--- src/rtl/mem_access_ctrl.sv ---
// mem_access_ctrl: serialises instruction-fetch and data read/write requests from the CPU
// datapath into one outstanding memory transaction at a time, in front of the memory I/O
// bus stage.
//
// Ports:
//   clk, reset_n              rising-edge clock, asynchronous active-low reset
//   fetch_req, fetch_addr     instruction fetch request (level) and address
//   data_rd_req, data_wr_req  data read / write requests (level)
//   data_addr, data_wdata     data address and store data
//   input_ready, mem_rdata    memory completion indication and returned word
//   sig_fetch/read/write      active transaction type (state decode)
//   address_fetch_out         latched fetch address
//   address_data_out          latched data address
//   data_write                latched store data
//   instr, instr_valid        last fetched instruction, one-cycle update pulse
//   rdata, data_done          last loaded word, one-cycle data completion pulse
//   busy                      transaction in progress
//   timeout_err               one-cycle pulse: transaction abandoned on timeout
module mem_access_ctrl #(
  parameter int unsigned WORD_SIZE = 16,
  parameter int unsigned TIMEOUT   = 255
) (
  input  logic                 clk,
  input  logic                 reset_n,
  input  logic                 fetch_req,
  input  logic [WORD_SIZE-1:0] fetch_addr,
  input  logic                 data_rd_req,
  input  logic                 data_wr_req,
  input  logic [WORD_SIZE-1:0] data_addr,
  input  logic [WORD_SIZE-1:0] data_wdata,
  input  logic                 input_ready,
  input  logic [WORD_SIZE-1:0] mem_rdata,
  output logic                 sig_fetch,
  output logic                 sig_read,
  output logic                 sig_write,
  output logic [WORD_SIZE-1:0] address_fetch_out,
  output logic [WORD_SIZE-1:0] address_data_out,
  output logic [WORD_SIZE-1:0] data_write,
  output logic [WORD_SIZE-1:0] instr,
  output logic                 instr_valid,
  output logic [WORD_SIZE-1:0] rdata,
  output logic                 data_done,
  output logic                 busy,
  output logic                 timeout_err
);

  typedef enum logic [1:0] {StIdle, StFetch, StRead, StWrite} state_e;

  // Last wait-count value before the transaction is abandoned.
  localparam logic [7:0] WaitMax = 8'(TIMEOUT - 1);

  state_e     state_q;
  logic [7:0] wait_cnt_q;

  // Moore decodes of the state register.
  assign sig_fetch = (state_q == StFetch);
  assign sig_read  = (state_q == StRead);
  assign sig_write = (state_q == StWrite);
  assign busy      = (state_q != StIdle);

  always_ff @(posedge clk or negedge reset_n) begin
    if (!reset_n) begin
      state_q           <= StIdle;
      wait_cnt_q        <= 8'd0;
      address_fetch_out <= '0;
      address_data_out  <= '0;
      data_write        <= '0;
      instr             <= '0;
      instr_valid       <= 1'b0;
      rdata             <= '0;
      data_done         <= 1'b0;
      timeout_err       <= 1'b0;
    end else begin
      instr_valid <= 1'b0;
      data_done   <= 1'b0;
      timeout_err <= 1'b0;
      unique case (state_q)
        StIdle: begin
          // Writes beat reads beat fetches; input_ready is ignored here.
          if (data_wr_req) begin
            address_data_out <= data_addr;
            data_write       <= data_wdata;
            wait_cnt_q       <= 8'd0;
            state_q          <= StWrite;
          end else if (data_rd_req) begin
            address_data_out <= data_addr;
            wait_cnt_q       <= 8'd0;
            state_q          <= StRead;
          end else if (fetch_req) begin
            address_fetch_out <= fetch_addr;
            wait_cnt_q        <= 8'd0;
            state_q           <= StFetch;
          end
        end
        StFetch, StRead, StWrite: begin
          // Completion wins over a coincident timeout.
          if (input_ready) begin
            state_q <= StIdle;
            if (state_q == StFetch) begin
              instr       <= mem_rdata;
              instr_valid <= 1'b1;
            end else if (state_q == StRead) begin
              rdata     <= mem_rdata;
              data_done <= 1'b1;
            end else begin
              data_done <= 1'b1;
            end
          end else if (wait_cnt_q == WaitMax) begin
            state_q     <= StIdle;
            timeout_err <= 1'b1;
          end else begin
            wait_cnt_q <= wait_cnt_q + 8'd1;
          end
        end
        default: state_q <= StIdle;
      endcase
    end
  end

endmodule

--- config.mk ---
export PLATFORM = sky130hd
export DESIGN_NAME = mem_access_ctrl
export DESIGN_NICKNAME = d
export VERILOG_FILES = /design/src/rtl/mem_access_ctrl.sv
export SDC_FILE = /design/constraint.sdc
export NUM_CORES = 1
export LEC_CHECK = 0
export ABC_AREA = 1
export BUFFER_PORTS_ARGS = -buffer_cell sky130_fd_sc_hd__buf_2
export CORE_MARGIN = 2
export CORE_UTILIZATION = 48
export CTS_BUF_LIST = sky130_fd_sc_hd__clkbuf_16
export CTS_CLUSTER_DIAMETER = 30
export DETAILED_ROUTE_END_ITERATION = 7
export MAX_ROUTING_LAYER = met4
export PLACE_DENSITY_LB_ADDON = 0.2
export SLEW_MARGIN = 20
export SYNTH_ARGS = -nofsm -noshare
export SYNTH_HDL_FRONTEND = slang
export SYNTH_SLANG_ARGS = --single-unit
export TNS_END_PERCENT = 20
--- constraint.sdc ---
create_clock -name clk -period 1.67 [get_ports clk]
set_input_delay 0.4175 -clock clk [delete_from_list [all_inputs] [get_ports clk]]
set_output_delay 0.4175 -clock clk [all_outputs]
set_load 0.01 [all_outputs]
# == After elaboration in Yosys (flattened, before gate mapping) ==
# Index checks and enable logic that the tools add are counted.
# classes
add_sub_neg,1
n_eq_ne,8
muxes,23
n_bitwise,3
reduce_logical,11
# op_table
cell,count
$mux 8,5
$mux 16,2
$pmux 8 s2,1
$mux 2,5
$mux 1,9
$add 8x1->8 const B,1
$eq 8x8->1 const B,1
$reduce_and 4->1,2
$reduce_and 2->1,3
$reduce_and 3->1,2
$eq 2x2->1 const B,2
$ne 2x2->1 const B,2
$ne 4x4->1 const B,1
$pmux 2 s2,1
$reduce_bool 2->1,2
$ne 3x3->1 const B,1
$not 1->1,3
$reduce_or 3->1,1
$eq 2x1->1 const B,1
$logic_not 2->1,1
# totals
register_bits,93
inputBits,70
output_inout_bits,87
word_cells,56

# == Longest topological paths before layout ==
# depth
word_depth,4
ltp_mapped,9

# == Least setup slack after synthesis ==
# Ideal clock, no wire load.
# synth_timing
path_type,register to register
startpoint,register state_q[0]
endpoint,register address_data_out[10]
setup_time_ps,125
arrival_ps,1221
slack_ps,324
stages_incl_launch_ff,5
path_buffers,1
synth_period_minus_slack_ps,1346
path_cell_list,dfrtp_1 nor2_8 o21ai_4 buf_6 mux2_4
# synth_between
elab_chain_cells,2
# synth_rtl
item,line,source
start: declaration,52,state_e state_q;
start signal: assignment,63,state_q <= StIdle;
start signal: assignment,84,state_q <= StWrite;
start signal: assignment,88,state_q <= StRead;
$logic_not 2->1,77,unique case (state_q)
$reduce_and 2->1 (no line),n/a,
end signal: assignment,81,address_data_out <= data_addr;
end signal: assignment,86,address_data_out <= data_addr;
end: declaration,37,"output logic [WORD_SIZE-1:0] address_data_out,"
# No other way between the ends.
# A chain may end at the register's enable or synchronous reset.

# == Final worst setup path ==
# layout_timing
startpoint,register state_q[1]
endpoint,output port busy
# layout_between
elab_chain_cells,1
# layout_rtl
item,line,source
$reduce_bool 2->1,59,assign busy = (state_q != StIdle);
end: declaration,43,"output logic busy,"
# No other way between the ends.

==> impl_metrics.prom <==
# TYPE chip_impl_metric gauge
chip_impl_info{name="status",value="finished clean"} 1
chip_impl_metric{name="clock_sink_count",unit=""} 93
chip_impl_metric{name="yosys_synthesis_warning_count",unit=""} 0
chip_impl_info{name="post_synth_most_frequent_cells",value="sky130_fd_sc_hd__nand2_1 (130), sky130_fd_sc_hd__dfrtp_1 (93), sky130_fd_sc_hd__o21ai_0 (50), sky130_fd_sc_hd__inv_1 (43), sky130_fd_sc_hd__nor2_1 (10)"} 1
chip_impl_metric{name="comb_power_frac",unit=""} 0.363
chip_impl_metric{name="critPathMaxStageDelay",unit="ns"} 0.47
chip_impl_metric{name="max_clock_freq",unit="MHz"} 626
chip_impl_metric{name="routedWlPerCell",unit="microns"} 12.7
chip_impl_metric{name="cellInternalPower",unit="mW"} 6.11
chip_impl_metric{name="routabilityCongestion",unit=""} 0.902
chip_impl_metric{name="dr.first_iter.drc_count",unit=""} 139
chip_impl_metric{name="initial_core_utilization",unit=""} 0.494
chip_impl_metric{name="netlist_area",unit="sq um"} 3800
chip_impl_metric{name="clk_pin_slew_worst_paths",unit="ns"} 0.06
chip_impl_metric{name="final_layout_size_suffix_gt1_frac",unit=""} 0.372
chip_impl_metric{name="grt_first_pass_wirelength",unit="microns"} 13400
chip_impl_metric{name="slew_viol_final",unit=""} 0
chip_impl_info{name="dominantRegCellSynth",value="sky130_fd_sc_hd__dfrtp_1"} 1
chip_impl_metric{name="finClkSkew",unit="ns"} 0.00892
chip_impl_info{name="post-synth-top-area-cell",value="sky130_fd_sc_hd__dfrtp_1"} 1
chip_impl_metric{name="post-route-period-util",unit=""} 0.956
chip_impl_metric{name="via_per_inst",unit=""} 4.66
chip_impl_metric{name="post_synth_inst_count",unit=""} 385
chip_impl_metric{name="number_of_primary_i_o_pins",unit=""} 157
chip_impl_info{name="synth_area_leaders",value="sky130_fd_sc_hd__dfrtp_1 (61%), sky130_fd_sc_hd__nand2_1 (13%), sky130_fd_sc_hd__o21ai_0 (6.6%)"} 1
chip_impl_metric{name="p_sw_frac",unit=""} 0.352
chip_impl_metric{name="p_per_area",unit="nW/um^2"} 1870
chip_impl_metric{name="total_leakage_power",unit="nW"} 2.84
chip_impl_metric{name="total_switching_power",unit="mW"} 3.32
chip_impl_info{name="crit_path_top_delay_cell",value="sky130_fd_sc_hd__dfrtp_2"} 1
chip_impl_metric{name="setup_tns",unit="ns"} 0
chip_impl_metric{name="timing.max_cap.violations",unit=""} 0
chip_impl_metric{name="design.core.area",unit="sq um"} 7690
chip_impl_metric{name="worst_ep_arrival_time",unit="ns"} 1.18
chip_impl_metric{name="grt_antenna_before_repair",unit=""} 0
chip_impl_metric{name="numCtsBuffers",unit=""} 9
chip_impl_info{name="synth.most_common_cell",value="sky130_fd_sc_hd__nand2_1"} 1
chip_impl_metric{name="synthesized_netlist_net_count",unit=""} 457
chip_impl_metric{name="floorplan.die_area",unit="sq um"} 8640
chip_impl_info{name="setup.worst_path.end_class",value="output pin"} 1
chip_impl_metric{name="dp_hpwl",unit="microns"} 6030
chip_impl_metric{name="yosys_register_bits",unit=""} 93
chip_impl_metric{name="vias",unit=""} 3045
chip_impl_metric{name="finalWirelength",unit="microns"} 8280
chip_impl_metric{name="global_route.usage.total",unit=""} 0.203
chip_impl_metric{name="num_rows",unit=""} 32
chip_impl_metric{name="worst-slew-pin-transition",unit="ns"} 0.535
chip_impl_metric{name="total_of_buffers_placed_on_input_and_output_ports",unit=""} 156
chip_impl_info{name="tritoncts",value="built"} 1
chip_impl_metric{name="worst_ir_drop_vdd",unit="mV"} 0.883
chip_impl_info{name="worstSetupStartpointType",value="flip-flop"} 1
chip_impl_metric{name="grt_start_max_net_pins",unit=""} 37
chip_impl_info{name="cts_root_buf",value="sky130_fd_sc_hd__clkbuf_16"} 1
chip_impl_metric{name="place_inst",unit=""} 636
chip_impl_metric{name="post_synth_num_cell_types",unit=""} 25
chip_impl_metric{name="seq_area",unit="sq um"} 2330
chip_impl_metric{name="fin_cells",unit=""} 653
chip_impl_metric{name="layout.nets",unit=""} 618
chip_impl_info{name="worstHoldPathType",value="in2async"} 1
chip_impl_metric{name="maximum_fanout_count_along_the_critical_path",unit=""} 8
chip_impl_metric{name="slew_headroom",unit=""} 0.642
chip_impl_metric{name="yosysSeqAreaShare",unit=""} 0.612
chip_impl_metric{name="cts.htree.levels",unit=""} 3
chip_impl_metric{name="setup_viol",unit=""} 0
chip_impl_metric{name="worstSkewPairLatency",unit="ns"} 0.33
chip_impl_metric{name="antenna_left",unit=""} 0
chip_impl_metric{name="clock_power_share",unit=""} 0.230
chip_impl_metric{name="synth_top_area_frac",unit=""} 0.612
chip_impl_metric{name="post_synth.cell_area_avg",unit="sq um"} 9.87
chip_impl_info{name="timing.setup.critical_path_class",value="reg2out"} 1
chip_impl_metric{name="via_count_of_the_first_global_routing_pass",unit=""} 2879
chip_impl_metric{name="timing.critical_path.required",unit="ns"} 1.25
chip_impl_metric{name="syn_to_final_growth",unit="%"} 32.5
chip_impl_metric{name="synth_edf_count",unit=""} 0
chip_impl_metric{name="post-route-drc-count",unit=""} 0
chip_impl_info{name="setup_repair_after_global_routing_missed_its_margin",value="no"} 1
chip_impl_metric{name="multiInputGateArea",unit="sq um"} 1210
chip_impl_metric{name="die_width",unit="microns"} 93.0
chip_impl_metric{name="dr.pass1.iters",unit=""} 4
chip_impl_metric{name="layout_min_cycle_time",unit="ns"} 1.60
chip_impl_metric{name="p_seq_frac",unit=""} 0.407
chip_impl_metric{name="diodes",unit=""} 0
chip_impl_metric{name="clk_path_buf_depth",unit=""} 2
chip_impl_info{name="timing.critical_path.cells",value="nor2_8, inv_6, buf_2"} 1
chip_impl_metric{name="grt_overflow_total",unit=""} 0
chip_impl_metric{name="timing_hold_violations_final",unit=""} 0
chip_impl_metric{name="num-fill-cells",unit=""} 680
chip_impl_metric{name="fin_util",unit=""} 0.655
chip_impl_metric{name="die-height",unit="microns"} 93.0
chip_impl_metric{name="ys_async_sr_fraction",unit=""} 1.00
[through the flow]
| step | hold WS, ns | setup slack (ns) | area (sq um) | total power [mW] |
|---|---|---|---|---|
| 6_report | 0.0404 | 0.0735 | 5040 | 9.42 |
| 5_1_grt | 0.0687 | 0.0222 | 5040 | 10.1 |
| 4_1_cts | 0.0518 | 0.0214 | 5030 | 9.53 |
| 3_5_place_dp | 0.410 | 0.225 | 4700 | 7.31 |
| 3_3_place_gp | 0.414 | 0.267 | 4700 | 7.20 |
| 2_1_floorplan | 0.122 | 0.324 | 3800 | 5.85 |
[registers in the layout, summed over array words and instances (netlist names)]
name and flops:
address_fetch_out 16, instr_valid 1, instr 16, timeout_err 1, data_write 16, rdata 16
address_data_out 16, state_q 2, data_done 1, wait_cnt_q 8
[kinds of logic (layout without fill, tap and decap cells)]
group | count (synthesis) | after routing | share of synthesized area
adder cells (fa/ha/maj) | 2 | 2 | 0.00658
buffers and inverters | 58 | 224 | 0.0695
AO/OA/AOI/OAI | 62 | 62 | 0.0866
flip-flops | 93 | 93 | 0.612
multiplexers | 16 | 16 | 0.0563
AND/OR/NAND/NOR | 154 | 154 | 0.169
[repair_timing]
item	in CTS	in global routing
endpoints found under the setup margin	1	3
hold buffers	0	0
resized for setup	0	2
pin swaps	1	0
buffers inserted	1	0
[final timing paths]
| kind | start | to | slack [ns] | cells past startpoint |
|---|---|---|---|---|
| max | state_q[1] | busy | 0.07 | 3 |
| min | reset_n | data_write[4] | 0.04 | 1 |
| max reg2reg | state_q[1] | address_data_out[13] | 0.21 | 5 |
| min reg2reg | data_write[4] | data_write[4] | 0.47 | 2 |
| max in group asynchronous | reset_n | data_write[7] | 1.07 | 2 |
| min in group clk | data_wdata[4] | data_write[4] | 0.29 | 3 |
[critical path: cells and delay by family, from the launching register on]
kind / cells / cell delay, ns
simple gates: 1 / 0.16
buf+inv: 2 / 0.21
flops: 1 / 0.47
[cells in the final DEF, fill, tap and decap left out]
master,instances
sky130_fd_sc_hd__buf_2,155
sky130_fd_sc_hd__nand2_1,130
sky130_fd_sc_hd__dfrtp_1,91
sky130_fd_sc_hd__o21ai_0,50
sky130_fd_sc_hd__inv_1,44
sky130_fd_sc_hd__nor2_1,10
sky130_fd_sc_hd__mux2_4,9
sky130_fd_sc_hd__clkbuf_16,9
sky130_fd_sc_hd__o21ai_1,7
sky130_fd_sc_hd__nand3_1,7
sky130_fd_sc_hd__mux2_2,7
sky130_fd_sc_hd__buf_4,5
sky130_fd_sc_hd__inv_6,3
sky130_fd_sc_hd__buf_12,3
sky130_fd_sc_hd__nor2_8,2
sky130_fd_sc_hd__nand3_2,2
sky130_fd_sc_hd__o21bai_1,2
sky130_fd_sc_hd__ha_1,2
sky130_fd_sc_hd__bufinv_16,2
sky130_fd_sc_hd__dfrtp_2,2
sky130_fd_sc_hd__nor2_2,1
sky130_fd_sc_hd__nand2_2,1
sky130_fd_sc_hd__nand3b_1,1
sky130_fd_sc_hd__a21oi_1,1
sky130_fd_sc_hd__o211ai_1,1
sky130_fd_sc_hd__o21ai_4,1
sky130_fd_sc_hd__inv_2,1
sky130_fd_sc_hd__clkinv_4,1
sky130_fd_sc_hd__clkinvlp_4,1
[final cells by class]
class                           count  area share
Sequential cell                    93       0.463
Multi-Input combinational cell    234       0.240
Inverter                           45      0.0345
Clock buffer                        9      0.0447
Clock inverter                      7      0.0194
Timing Repair Buffer              163       0.173
Tap cell                          102      0.0253
[metal layers]
layer | GRT usage | wire [microns] | vias up | part of all wire
met5 | - | 0 | - | 0
met4 | 0.0772 | 80 | 0 | 0.0097
met3 | 0.0451 | 650 | 5 | 0.079
met2 | 0.315 | 3840 | 125 | 0.46
met1 | 0.264 | 3710 | 1386 | 0.45
li1 | - | - | 1529 | -
[power by group through the flow]
stage,registers (mW),clock network (mW),logic [mW]
floorplan,4.27,0,1.58
global placement,3.83,0,3.36
detailed placement,3.85,0,3.46
CTS,3.84,2.21,3.49
global route,3.97,2.32,3.82
finish,3.84,2.17,3.42
Note: power is estimated with default switching activity, not from simulation.
